File: src/rtl/mem_port_arbiter_if.sv
// Bus bundle between the two pipeline requesters (IF, D), the shared RAM and mem_port_arbiter.
// The slave modport is the arbiter's view. The master modport is the requester/RAM side.
interface mem_port_arbiter_if #(
  parameter int ADDR_WIDTH = 8,
  parameter int DATA_WIDTH = 32
);
  logic                  if_req;
  logic [ADDR_WIDTH-1:0] if_addr;
  logic                  if_gnt;
  logic                  if_rvalid;
  logic [DATA_WIDTH-1:0] if_rdata;

  logic                  d_req;
  logic                  d_we;
  logic [ADDR_WIDTH-1:0] d_addr;
  logic [DATA_WIDTH-1:0] d_wdata;
  logic                  d_gnt;
  logic                  d_rvalid;
  logic [DATA_WIDTH-1:0] d_rdata;

  logic                  mem_write;
  logic [ADDR_WIDTH-1:0] mem_addr;
  logic [DATA_WIDTH-1:0] mem_wdata;
  logic [DATA_WIDTH-1:0] mem_rdata;

  modport slave (
    input  if_req, if_addr,
    output if_gnt, if_rvalid, if_rdata,
    input  d_req, d_we, d_addr, d_wdata,
    output d_gnt, d_rvalid, d_rdata,
    output mem_write, mem_addr, mem_wdata,
    input  mem_rdata
  );

  modport master (
    output if_req, if_addr,
    input  if_gnt, if_rvalid, if_rdata,
    output d_req, d_we, d_addr, d_wdata,
    input  d_gnt, d_rvalid, d_rdata,
    input  mem_write, mem_addr, mem_wdata,
    output mem_rdata
  );
endinterface

File: src/rtl/mem_port_arbiter.sv
// Single-port RAM arbiter for the IF and D ports. It grants one port per cycle combinationally and registers the read data.
// Optional performance counters are enabled by defining MEM_ARB_PERF_EN.
module mem_port_arbiter #(
  parameter int ADDR_WIDTH  = 8,
  parameter int DATA_WIDTH  = 32,
  parameter int ROUND_ROBIN = 1,
  parameter int MAX_WAIT    = 4
) (
  input  logic                clk,
  input  logic                rst,
  mem_port_arbiter_if.slave   bus
`ifdef MEM_ARB_PERF_EN
  ,
  output logic [31:0]         conflict_cnt,
  output logic [31:0]         if_stall_cnt
`endif
);

  typedef enum logic {
    GNT_IF = 1'b0,
    GNT_D  = 1'b1
  } port_e;

  localparam logic [3:0] MAX_WAIT_C = 4'(MAX_WAIT);

  port_e                 last_gnt_q, last_gnt_d;
  logic [3:0]            wait_cnt_q, wait_cnt_d;
  logic                  if_rvalid_q, if_rvalid_d;
  logic [DATA_WIDTH-1:0] if_rdata_q, if_rdata_d;
  logic                  d_rvalid_q, d_rvalid_d;
  logic [DATA_WIDTH-1:0] d_rdata_q, d_rdata_d;

  logic gnt_if;
  logic gnt_d;
  logic tie_to_if;

  // The tie-break rule is chosen at elaboration time. Only the selected rule produces logic.
  generate
    if (ROUND_ROBIN != 0) begin : g_round_robin
      assign tie_to_if = (last_gnt_q == GNT_D);
    end else begin : g_fixed_priority
      assign tie_to_if = (wait_cnt_q == MAX_WAIT_C);
    end
  endgenerate

  // Grants depend only on requests and state. mem_rdata never feeds them.
  always_comb begin
    gnt_if = 1'b0;
    gnt_d  = 1'b0;
    if (!rst) begin
      if (bus.if_req && bus.d_req) begin
        gnt_if = tie_to_if;
        gnt_d  = !tie_to_if;
      end else if (bus.if_req) begin
        gnt_if = 1'b1;
      end else if (bus.d_req) begin
        gnt_d = 1'b1;
      end
    end
  end

  assign bus.if_gnt    = gnt_if;
  assign bus.d_gnt     = gnt_d;
  assign bus.mem_addr  = gnt_d ? bus.d_addr : bus.if_addr;
  assign bus.mem_wdata = bus.d_wdata;
  assign bus.mem_write = gnt_d & bus.d_we;

  always_comb begin
    last_gnt_d  = last_gnt_q;
    wait_cnt_d  = wait_cnt_q;
    if_rvalid_d = gnt_if;
    if_rdata_d  = if_rdata_q;
    d_rvalid_d  = gnt_d & ~bus.d_we;
    d_rdata_d   = d_rdata_q;

    if (gnt_if) begin
      last_gnt_d = GNT_IF;
      if_rdata_d = bus.mem_rdata;
    end else if (gnt_d) begin
      last_gnt_d = GNT_D;
      if (!bus.d_we) begin
        d_rdata_d = bus.mem_rdata;
      end
    end

    // Counts consecutive cycles in which IF was denied. The count saturates so that a forced IF grant stays pending.
    if (gnt_if || !bus.if_req) begin
      wait_cnt_d = 4'd0;
    end else if (wait_cnt_q != MAX_WAIT_C) begin
      wait_cnt_d = wait_cnt_q + 4'd1;
    end
  end

  always_ff @(posedge clk) begin
    if (rst) begin
      last_gnt_q  <= GNT_IF;
      wait_cnt_q  <= 4'd0;
      if_rvalid_q <= 1'b0;
      if_rdata_q  <= '0;
      d_rvalid_q  <= 1'b0;
      d_rdata_q   <= '0;
    end else begin
      last_gnt_q  <= last_gnt_d;
      wait_cnt_q  <= wait_cnt_d;
      if_rvalid_q <= if_rvalid_d;
      if_rdata_q  <= if_rdata_d;
      d_rvalid_q  <= d_rvalid_d;
      d_rdata_q   <= d_rdata_d;
    end
  end

  assign bus.if_rvalid = if_rvalid_q;
  assign bus.if_rdata  = if_rdata_q;
  assign bus.d_rvalid  = d_rvalid_q;
  assign bus.d_rdata   = d_rdata_q;

`ifdef MEM_ARB_PERF_EN
  logic [31:0] conflict_cnt_q, conflict_cnt_d;
  logic [31:0] if_stall_cnt_q, if_stall_cnt_d;

  always_comb begin
    conflict_cnt_d = conflict_cnt_q;
    if_stall_cnt_d = if_stall_cnt_q;
    if (bus.if_req && bus.d_req && (conflict_cnt_q != 32'hFFFF_FFFF)) begin
      conflict_cnt_d = conflict_cnt_q + 32'd1;
    end
    if (bus.if_req && !gnt_if && (if_stall_cnt_q != 32'hFFFF_FFFF)) begin
      if_stall_cnt_d = if_stall_cnt_q + 32'd1;
    end
  end

  always_ff @(posedge clk) begin
    if (rst) begin
      conflict_cnt_q <= 32'd0;
      if_stall_cnt_q <= 32'd0;
    end else begin
      conflict_cnt_q <= conflict_cnt_d;
      if_stall_cnt_q <= if_stall_cnt_d;
    end
  end

  assign conflict_cnt = conflict_cnt_q;
  assign if_stall_cnt = if_stall_cnt_q;
`endif

endmodule

File: src/flat_wrapper.sv
// flat-port wrapper written by rule: the top's interface ports become plain ports
module mem_port_arbiter_flat 
#(
  parameter int ADDR_WIDTH  = 8,
  parameter int DATA_WIDTH  = 32,
  parameter int ROUND_ROBIN = 1,
  parameter int MAX_WAIT    = 4
)
  (clk, rst, bus_if_req, bus_if_addr, bus_if_gnt, bus_if_rvalid, bus_if_rdata, bus_d_req, bus_d_we, bus_d_addr, bus_d_wdata, bus_d_gnt, bus_d_rvalid, bus_d_rdata, bus_mem_write, bus_mem_addr, bus_mem_wdata, bus_mem_rdata);
  mem_port_arbiter_if #(.ADDR_WIDTH(ADDR_WIDTH), .DATA_WIDTH(DATA_WIDTH)) bus_i ();
  input  logic clk;
  input  logic rst;
  input wire logic [$bits(bus_i.if_req)-1:0] bus_if_req;
  input wire logic [$bits(bus_i.if_addr)-1:0] bus_if_addr;
  output wire logic [$bits(bus_i.if_gnt)-1:0] bus_if_gnt;
  output wire logic [$bits(bus_i.if_rvalid)-1:0] bus_if_rvalid;
  output wire logic [$bits(bus_i.if_rdata)-1:0] bus_if_rdata;
  input wire logic [$bits(bus_i.d_req)-1:0] bus_d_req;
  input wire logic [$bits(bus_i.d_we)-1:0] bus_d_we;
  input wire logic [$bits(bus_i.d_addr)-1:0] bus_d_addr;
  input wire logic [$bits(bus_i.d_wdata)-1:0] bus_d_wdata;
  output wire logic [$bits(bus_i.d_gnt)-1:0] bus_d_gnt;
  output wire logic [$bits(bus_i.d_rvalid)-1:0] bus_d_rvalid;
  output wire logic [$bits(bus_i.d_rdata)-1:0] bus_d_rdata;
  output wire logic [$bits(bus_i.mem_write)-1:0] bus_mem_write;
  output wire logic [$bits(bus_i.mem_addr)-1:0] bus_mem_addr;
  output wire logic [$bits(bus_i.mem_wdata)-1:0] bus_mem_wdata;
  input wire logic [$bits(bus_i.mem_rdata)-1:0] bus_mem_rdata;
  assign bus_i.if_req = bus_if_req;
  assign bus_i.if_addr = bus_if_addr;
  assign bus_if_gnt = bus_i.if_gnt;
  assign bus_if_rvalid = bus_i.if_rvalid;
  assign bus_if_rdata = bus_i.if_rdata;
  assign bus_i.d_req = bus_d_req;
  assign bus_i.d_we = bus_d_we;
  assign bus_i.d_addr = bus_d_addr;
  assign bus_i.d_wdata = bus_d_wdata;
  assign bus_d_gnt = bus_i.d_gnt;
  assign bus_d_rvalid = bus_i.d_rvalid;
  assign bus_d_rdata = bus_i.d_rdata;
  assign bus_mem_write = bus_i.mem_write;
  assign bus_mem_addr = bus_i.mem_addr;
  assign bus_mem_wdata = bus_i.mem_wdata;
  assign bus_i.mem_rdata = bus_mem_rdata;
  mem_port_arbiter #(.ADDR_WIDTH(ADDR_WIDTH), .DATA_WIDTH(DATA_WIDTH), .ROUND_ROBIN(ROUND_ROBIN), .MAX_WAIT(MAX_WAIT)) u_core (.clk(clk), .rst(rst), .bus(bus_i));
endmodule
File: config.mk
export PLATFORM = sky130hd
export DESIGN_NAME = mem_port_arbiter_flat
export DESIGN_NICKNAME = d
export VERILOG_FILES = /design/src/rtl/mem_port_arbiter_if.sv /design/src/rtl/mem_port_arbiter.sv /design/src/flat_wrapper.sv
export SDC_FILE = /design/constraint.sdc
export NUM_CORES = 1
export LEC_CHECK = 0
export CAP_MARGIN = 40
export CORE_UTILIZATION = 35
export CTS_CLUSTER_DIAMETER = 150
export DETAILED_ROUTE_END_ITERATION = 16
export GPL_TIMING_DRIVEN = 1
export PLACE_DENSITY = 0.78
export SLEW_MARGIN = 30
export SYNTH_ARGS = -nofsm -noshare
export SYNTH_HDL_FRONTEND = slang
export SYNTH_SLANG_ARGS = --single-unit
export TNS_END_PERCENT = 30
File: constraint.sdc
create_clock -name clk -period 1.9 [get_ports clk]
set_clock_uncertainty 0.05 [all_clocks]
set_input_delay 0.38 -clock clk [delete_from_list [all_inputs] [get_ports clk]]
set_output_delay 0.38 -clock clk [all_outputs]
set_load 0.005 [all_outputs]
Yosys cells after proc, flatten, opt, wreduce, memory -nomap -nowiden --
Cells that the tools add are included.
Cells by class: multiplexer cells 8, bitwise gates (word level) 4, reduce and logical (&&, ||, !) cells 4
Operators with widths (count):
- $mux 8 | 1
- $mux 1 | 7
- $reduce_and 3->1 | 1
- $and 1x1->1 | 2
- $not 1->1 | 2
- $reduce_or 2->1 | 1
- $logic_and 1x1->1 | 1
- $logic_not 1->1 | 1
Word-level totals: output and inout bits 109, word-level logic and storage cells 21, bits of input ports 85, flip-flop bits (word level) 67

Logic depth before layout (Yosys ltp) --
Gate-level depths: netlist of the first run.
depth in word-level cells 5, mapped depth 5

Worst setup path after synthesis of the first run --
Ideal clock, no wire load.
kind input-to-output, start point in bus_if_req, end point out bus_mem_addr[0], path slack 0.130 ns, buffers on the path 0, data arrival time 1.340 ns, stages on the path 3, cell sequence and2_1 -> nor3_4 -> mux2_4
On the way: word-level cells in the longest chain between the ends 4
Ends and longest elaborated chain:
- from (decl) | line flat_wrapper.sv:13 | input wire logic [$bits(bus_i.if_req)-1:0] bus_if_req;
- $mux 1 / $logic_and 1x1->1 (equally long branches) | line mem_port_arbiter.sv:54, mem_port_arbiter.sv:51
- $mux 1 * | line mem_port_arbiter.sv:51 | if (bus.if_req && bus.d_req) begin
- $mux 1 * | line mem_port_arbiter.sv:50 | if (!rst) begin
- named net bus_d_gnt | line flat_wrapper.sv:22 | output wire logic [$bits(bus_i.d_gnt)-1:0] bus_d_gnt;
- $mux 8 * | line mem_port_arbiter.sv:64 | assign bus.mem_addr = gnt_d ? bus.d_addr : bus.if_addr;
- to (decl) | line flat_wrapper.sv:26 | output wire logic [$bits(bus_i.mem_addr)-1:0] bus_mem_addr;
The timed path passes the listed nets; every way through them passes the cells marked *.

Final worst setup path of the first run --
start point reg u_core.last_gnt_q, end point out bus_mem_addr[2]
On the way: word-level cells in the longest chain between the ends 4
Ends and longest elaborated chain:
- from (decl) | line mem_port_arbiter.sv:26 | port_e last_gnt_q, last_gnt_d;
- from (signal assigned) | line mem_port_arbiter.sv:103 | last_gnt_q <= last_gnt_d;
- $logic_not 1->1 | line mem_port_arbiter.sv:53 | gnt_d = !tie_to_if;
- $mux 1 | line mem_port_arbiter.sv:51
- $mux 1 | line mem_port_arbiter.sv:50
- $mux 8 | line mem_port_arbiter.sv:64
No other way between the ends.

==> flow_metrics.tcl, run 1 <==
set metrics [dict create \
    rows 32 \
    portBuffers 129 \
    syn_area_sq_mm 0.00283 \
    period_needed_ns 2.00 \
    critPathMaxFanout 5 \
    yosys.cell_types.count 17 \
    routedWlPerCell_um 16.2 \
    drt_iter0_drc 50 \
    r2r_end "u_core.bus.d_rdata[4]$_SDFFE_PP0P_" \
    rsz0062_at_grt "true" \
    rr_startpoint "u_core.last_gnt_q$_SDFFE_PP0P_" \
    final_area_sq_mm 0.00436 \
    synth-main-ff-cell "dfxtp_1" \
    finalSetupViolations 8 \
    p_leak_nw 1.77 \
    yosysTopAreaCell "dfxtp_1" \
    final_antenna_net_count 0 \
    ys_top_cells_by_count "dfxtp_1 (67), mux2_4 (37), a22o_1 (32), buf_4 (32), nor2b_1 (32)" \
    cts_buffers 9 \
    ios 194 \
    grt_max_degree 34 \
    highest_layer "met4" \
    die_area_sq_mm 0.00845 \
    setup_tns_ns -0.641 \
    worstHoldStart "u_core.bus.if_rdata[8]$_SDFFE_PP0P_" \
    placedCellCount 429 \
    gp_congestion 0.655 \
    cts_buffer_depth 2 \
    cts_sinks 67 \
    hp-class "register to register" \
    antenna_found_initial 0 \
    ir_drop_mv 0.647 \
    hold_violations 0 \
    drive_above_1_share_pct 26.5 \
    wirelength_mm 7.30 \
    drc 0 \
    place_ws_ns -0.606 \
    grt_pass1_wl_mm 11.7 \
    fp.dieH_um 91.9 \
    syn2layout_area_growth_pct 54.0 \
    dr.pass1.iters 4 \
    synth.most_common_cell "dfxtp_1" \
    dp_hpwl_mm 4.94 \
    crit_type "register to primary output" \
    seq_area_frac_synth_pct 47.4 \
    synthArstFlopShare_pct 0 \
    viasPerCell 4.73 \
    num_antenna_cells 0 \
    ys_ff_latch 67 \
    clockRootBuffer "clkbuf_8" \
    placed_area_sq_mm 0.00410 \
    hold_depth 1 \
    grt_pass1_vias 2307 \
    met2_length_mm 3.59 \
    powerDensity_mw_per_mm2 796 \
    h-tree-depth 3 \
    clkLatencyLatePin_ns 0.33 \
    power_mw 3.47 \
    track_usage_pct 17.7 \
    end_kind "primary output" \
    fin_util_pct 56.2 \
    globalRoute.totalOverflow 0 \
    synth_fp_nets 312 \
    yosysWarnings 0 \
    synth_edf_count 0 \
    yosysTopAreaCellShare_pct 47.4 \
    routed-wl-met3_um 526 \
    dieWidth_um 91.9 \
    nNetsFinal 427 \
    synth.area.top_cells "dfxtp_1 (47%), mux2_4 (20%), a22o_1 (9.9%), buf_4 (8.5%), nor2b_1 (7.1%)" \
    worst_pin_slew_ns 0.398 \
    route.vias.total 2126 \
    critPathRequiredTime_ns 1.47 \
    status "finished, violations left" \
    cts-hold-fix-buffers 0 \
    cts_tree "built" \
    relSlewSlack_pct 73.5 \
    synth_cells 227 \
    setup_slack_ns -0.0975 \
    finalCritPeriodShare_pct 105 \
    fillCellCount 657 \
    reg2reg_depth 8 \
    max_freq_mhz 501 \
    core_area_sq_mm 0.00777 \
    worstHoldEndpoint "u_core.bus.if_rdata[8]$_SDFFE_PP0P_" \
    start_util_pct 36.5 \
    syn_avg_cell_area_sq_um 12.5 \
    cp-start-kind "register" \
    drt-met1-wl_mm 3.07 \
    ff2ff_setup_slack_ns 0.08 \
    crit_arrival_ns 1.57 \
    failed_checks "setup timing" \
    hold_ws_ns 0.425 \
    clkTransAtPathRegs_ns 0.07 \
    drv_cap 0 \
    drv_slew 0 \
    layout.cells.non_filler 449 \
]
-- state kept, by name, indices dropped and copies added (netlist names) --
signal / count
u_core.bus.d_rdata: 32
u_core.bus.if_rdata: 32
u_core.bus.d_rvalid: 1
u_core.bus.if_rvalid: 1
u_core.last_gnt_q: 1
-- placed cells by master (no fill, tap or decap) --
cell	synthesis	layout
clkdlybuf4s50_1	0	115
dfxtp_1	67	66
mux2_4	37	37
nor2b_1	32	32
a22o_1	32	32
buf_4	32	16
clkbuf_8	0	11
buf_6	4	10
mux2_2	3	3
dlygate4sd2_1	0	3
buf_12	0	3
and3b_1	2	2
bufinv_16	0	2
buf_2	6	2
inv_2	1	1
and2_4	0	1
nor3_4	1	1
nand2b_1	1	1
and2_1	2	1
nor4_4	1	1
a21oi_4	0	1
o21a_1	1	1
clkinvlp_4	0	1
clkbuf_1	4	1
clkinv_2	0	1
clkdlybuf4s15_1	0	1
dfxtp_2	0	1
-- layout make-up --
cell class | instances | area, sq um | share of cell area, %
multi-input combinational | 113 | 1170 | 26.8
sequential | 67 | 1340 | 30.8
timing repair buffer | 150 | 1490 | 34.2
clock inverter | 4 | 72.6 | 1.66
tap | 102 | 128 | 2.93
inverter | 1 | 3.75 | 0.0861
clock buffer | 12 | 155 | 3.56
-- metal layers --
| metal | GRT usage, % | up-vias |
|---|---|---|
| li1 | - | 984 |
| met2 | 30.5 | 95 |
| met4 | 6.51 | 0 |
| met1 | 20.4 | 1026 |
| met3 | 5.56 | 21 |
| met5 | 0 | - |
-- worst max-delay path by stage --
stage | cells past startpoint | slack (ns) | to | from
floorplan | 3 | 0.13 | bus_mem_addr[0] | bus_if_req
global placement | 6 | -0.56 | bus_mem_addr[5] | bus_if_req
detailed placement | 6 | -0.61 | bus_mem_addr[5] | bus_if_req
CTS | 6 | -0.21 | bus_mem_addr[1] | u_core.last_gnt_q$_SDFFE_PP0P_
global route | 5 | -0.16 | bus_mem_addr[2] | u_core.last_gnt_q$_SDFFE_PP0P_
finish | 5 | -0.1 | bus_mem_addr[2] | u_core.last_gnt_q$_SDFFE_PP0P_
-- critical path, cell delays in order, from the launching register on --
cell and delay [ns]:
dfxtp_2 0.33, and2_4 0.14, nor3_4 0.16, buf_6 0.17
mux2_4 0.32, buf_6 0.12
-- kinds of logic (layout without fill, tap and decap cells) --
group	after synthesis	count (layout)	synth area share, %
AO/OA/AOI/OAI	34	34	10.3
buffers and inverters	47	167	11.8
flip-flops	67	67	47.4
multiplexers	40	40	20.8
AND/OR/NAND/NOR	39	39	9.68
-- where the power goes --
part | internal (mW) | switching (mW)
clock | 0.810 | 0.541
combinational | 0.407 | 0.188
sequential | 1.49 | 0.0415
total | 2.70 | 0.771
-- repair_timing --
item | in CTS | in global routing
endpoints found under the setup margin | 11 | 11
setup buffers | 4 | 1
gates cloned | 1 | 0
pin swaps | 2 | 2
gates resized for setup | 53 | 1
hold endpoints to repair | 0 | 0
(Power assumes the default switching activity.)
==> inputs of run 2 (changes only) <==
--- a/config.mk
+++ b/config.mk
@@ -6,11 +6,11 @@
 export NUM_CORES = 1
 export LEC_CHECK = 0
 export CAP_MARGIN = 40
-export CORE_UTILIZATION = 35
+export CORE_UTILIZATION = 32
 export CTS_CLUSTER_DIAMETER = 150
 export DETAILED_ROUTE_END_ITERATION = 16
 export GPL_TIMING_DRIVEN = 1
-export PLACE_DENSITY = 0.78
+export PLACE_DENSITY = 0.75
 export SLEW_MARGIN = 30
 export SYNTH_ARGS = -nofsm -noshare
 export SYNTH_HDL_FRONTEND = slang
==> constraint.sdc (replaced) <==
create_clock -name clk -period 1.6 [get_ports clk]
set_clock_uncertainty 0.05 [all_clocks]
set_input_delay 0.32 -clock clk [delete_from_list [all_inputs] [get_ports clk]]
set_output_delay 0.32 -clock clk [all_outputs]
set_load 0.005 [all_outputs]
==> run 2 against run 1 <==
Compared with the run above: the run still ends with setup timing left; sequential share of layout area down 1.7 points; total power up 17%; register-to-register slack worse by 0.34 ns; via count about the same; sequential cell count unchanged; first-iteration DRC count down 48%; clock power up 11%; combinational power up 27%; routed wire length up 6.1%; setup slack worse by 0.29 ns; highest routed layer unchanged.
==> flow_metrics.tcl, run 2 (synthesis results as in run 1) <==
set metrics [dict create \
    critPathMaxFanout 5 \
    antenna_found_initial 0 \
    core_area_sq_mm 0.00838 \
    final_antenna_net_count 0 \
    setup_slack_ns -0.391 \
    num_antenna_cells 0 \
    grt_pass1_wl_mm 11.5 \
    grt_pass1_vias 2171 \
    failed_checks "setup timing" \
    route.vias.total 2127 \
    placedCellCount 429 \
    rows 33 \
    portBuffers 129 \
    multiInputGateArea_sq_mm 0.00118 \
    gp_congestion 0.786 \
    worst_pin_slew_ns 0.405 \
    hold_violations 0 \
    drc 0 \
    clkPwrFrac_pct 36.8 \
    globalRoute.totalOverflow 0 \
    cts_tree "built" \
    h-tree-depth 3 \
    cts_buffers 9 \
    seq_power_share_pct 44.6 \
    viasPerCell 4.64 \
    combPwrFrac_pct 18.6 \
    clockRootBuffer "clkbuf_8" \
    power.switching_mw 0.918 \
    period_needed_ns 1.99 \
    grt_max_degree 33 \
    status "finished, violations left" \
    dr.pass1.iters 4 \
    nNetsFinal 434 \
    routedWlPerCell_um 16.9 \
    cp-start-kind "register" \
    layout.cells.non_filler 458 \
    p_leak_nw 2.34 \
    mostFrequentLayoutCells "clkdlybuf4s50_1 (86), dfxtp_1 (60), mux2_4 (40)" \
    swShare_pct 22.6 \
    ir_drop_mv 0.350 \
    track_usage_pct 16.9 \
    fillCellCount 706 \
    layout_commonest_cell "clkdlybuf4s50_1" \
    clkLatencyLatePin_ns 0.32 \
    fin_util_pct 55.3 \
    finalCritPeriodShare_pct 124 \
    p_int_mw 3.15 \
    die_area_sq_mm 0.00923 \
    dieWidth_um 96.1 \
    crit_type "register to primary output" \
    cts_buffer_depth 2 \
    area.sequential_sq_mm 0.00135 \
    cts-hold-fix-buffers 0 \
    rsz0062_at_grt "true" \
    max_freq_mhz 502 \
    place_ws_ns -0.802 \
    drive_above_1_share_pct 30.3 \
    ios 194 \
    fp.dieH_um 96.1 \
    crit_arrival_ns 1.62 \
    hp-class "primary input to register" \
    dp_hpwl_mm 4.96 \
    clkTransAtPathRegs_ns 0.07 \
    cts_sinks 67 \
    syn2layout_area_growth_pct 63.8 \
    drv_cap 0 \
    drt_iter0_drc 26 \
    powerDensity_mw_per_mm2 878 \
    start_util_pct 33.8 \
    relSlewSlack_pct 73.0 \
    critPathRequiredTime_ns 1.23 \
    wirelength_mm 7.74 \
    finalSetupViolations 43 \
    drv_slew 0 \
    end_kind "primary output" \
]
[run 2: routing by layer]
metal  track usage [%]  vias to the layer above  part of all wire, %
met1              21.4                     1005                   43
met3              5.53                       26                  8.1
met4              6.72                        0                  1.7
li1                  -                     1002                    -
met5                 0                        -                    0
met2              26.7                       94                   47
[run 2: final cells by class]
type	count	share of cell area [%]
timing repair buffer	157	38.0
sequential	67	29.1
multi-input combinational	113	25.5
tap	105	2.83
clock buffer	10	2.75
clock inverter	5	1.70
inverter	1	0.0809
[run 2: final timing paths]
check                                             from                              endpoint  slack, ns  depth (start not counted)
setup / recovery        u_core.last_gnt_q$_SDFFE_PP0P_                       bus_mem_addr[1]      -0.39                          6
hold / removal                               bus_d_req        u_core.last_gnt_q$_SDFFE_PP0P_       0.41                          3
setup reg to reg        u_core.last_gnt_q$_SDFFE_PP0P_   u_core.bus.d_rdata[27]$_SDFFE_PP0P_      -0.26                          9
hold reg to reg   u_core.bus.if_rdata[13]$_SDFFE_PP0P_  u_core.bus.if_rdata[13]$_SDFFE_PP0P_       0.42                          1
[run 2: power by group through the flow]
stage                     combinational (mW)  clock (mW)  sequential [mW]
final                                  0.757        1.50             1.81
after global routing                   0.808        1.62             1.82
after CTS                              0.774        1.56             1.81
after detailed placement               0.703           0             1.85
after global placement                 0.692           0             1.85
after floorplan                        0.314           0             1.85
[run 2: stage by stage]
| step | power, mW | hold slack (ns) | instance area [sq um] | setup TNS (ns) |
|---|---|---|---|---|
| 2_1_floorplan | 2.17 | 0.380 | 2840 | -0.181 |
| 3_3_place_gp | 2.54 | 0.406 | 4090 | -33.63 |
| 3_5_place_dp | 2.55 | 0.406 | 4090 | -35.70 |
| 4_1_cts | 4.15 | 0.382 | 4530 | -10.31 |
| 5_1_grt | 4.26 | 0.401 | 4640 | -12.54 |
| 6_report | 4.07 | 0.406 | 4640 | -9.74 |
[run 2: worst max-delay path: stages, from the launching register on]
cell,delay (ns)
dfxtp_2,0.33
and2_4,0.16
nor3_4,0.14
buf_12,0.13
buf_8,0.11
mux2_4,0.31
buf_6,0.12
[run 2: what timing repair did]
action                     in CTS  in global routing
resized for setup              69                 39
gates cloned                    4                  1
pin swaps                       4                  2
setup endpoints to repair      54                 78
buffers inserted                7                  6
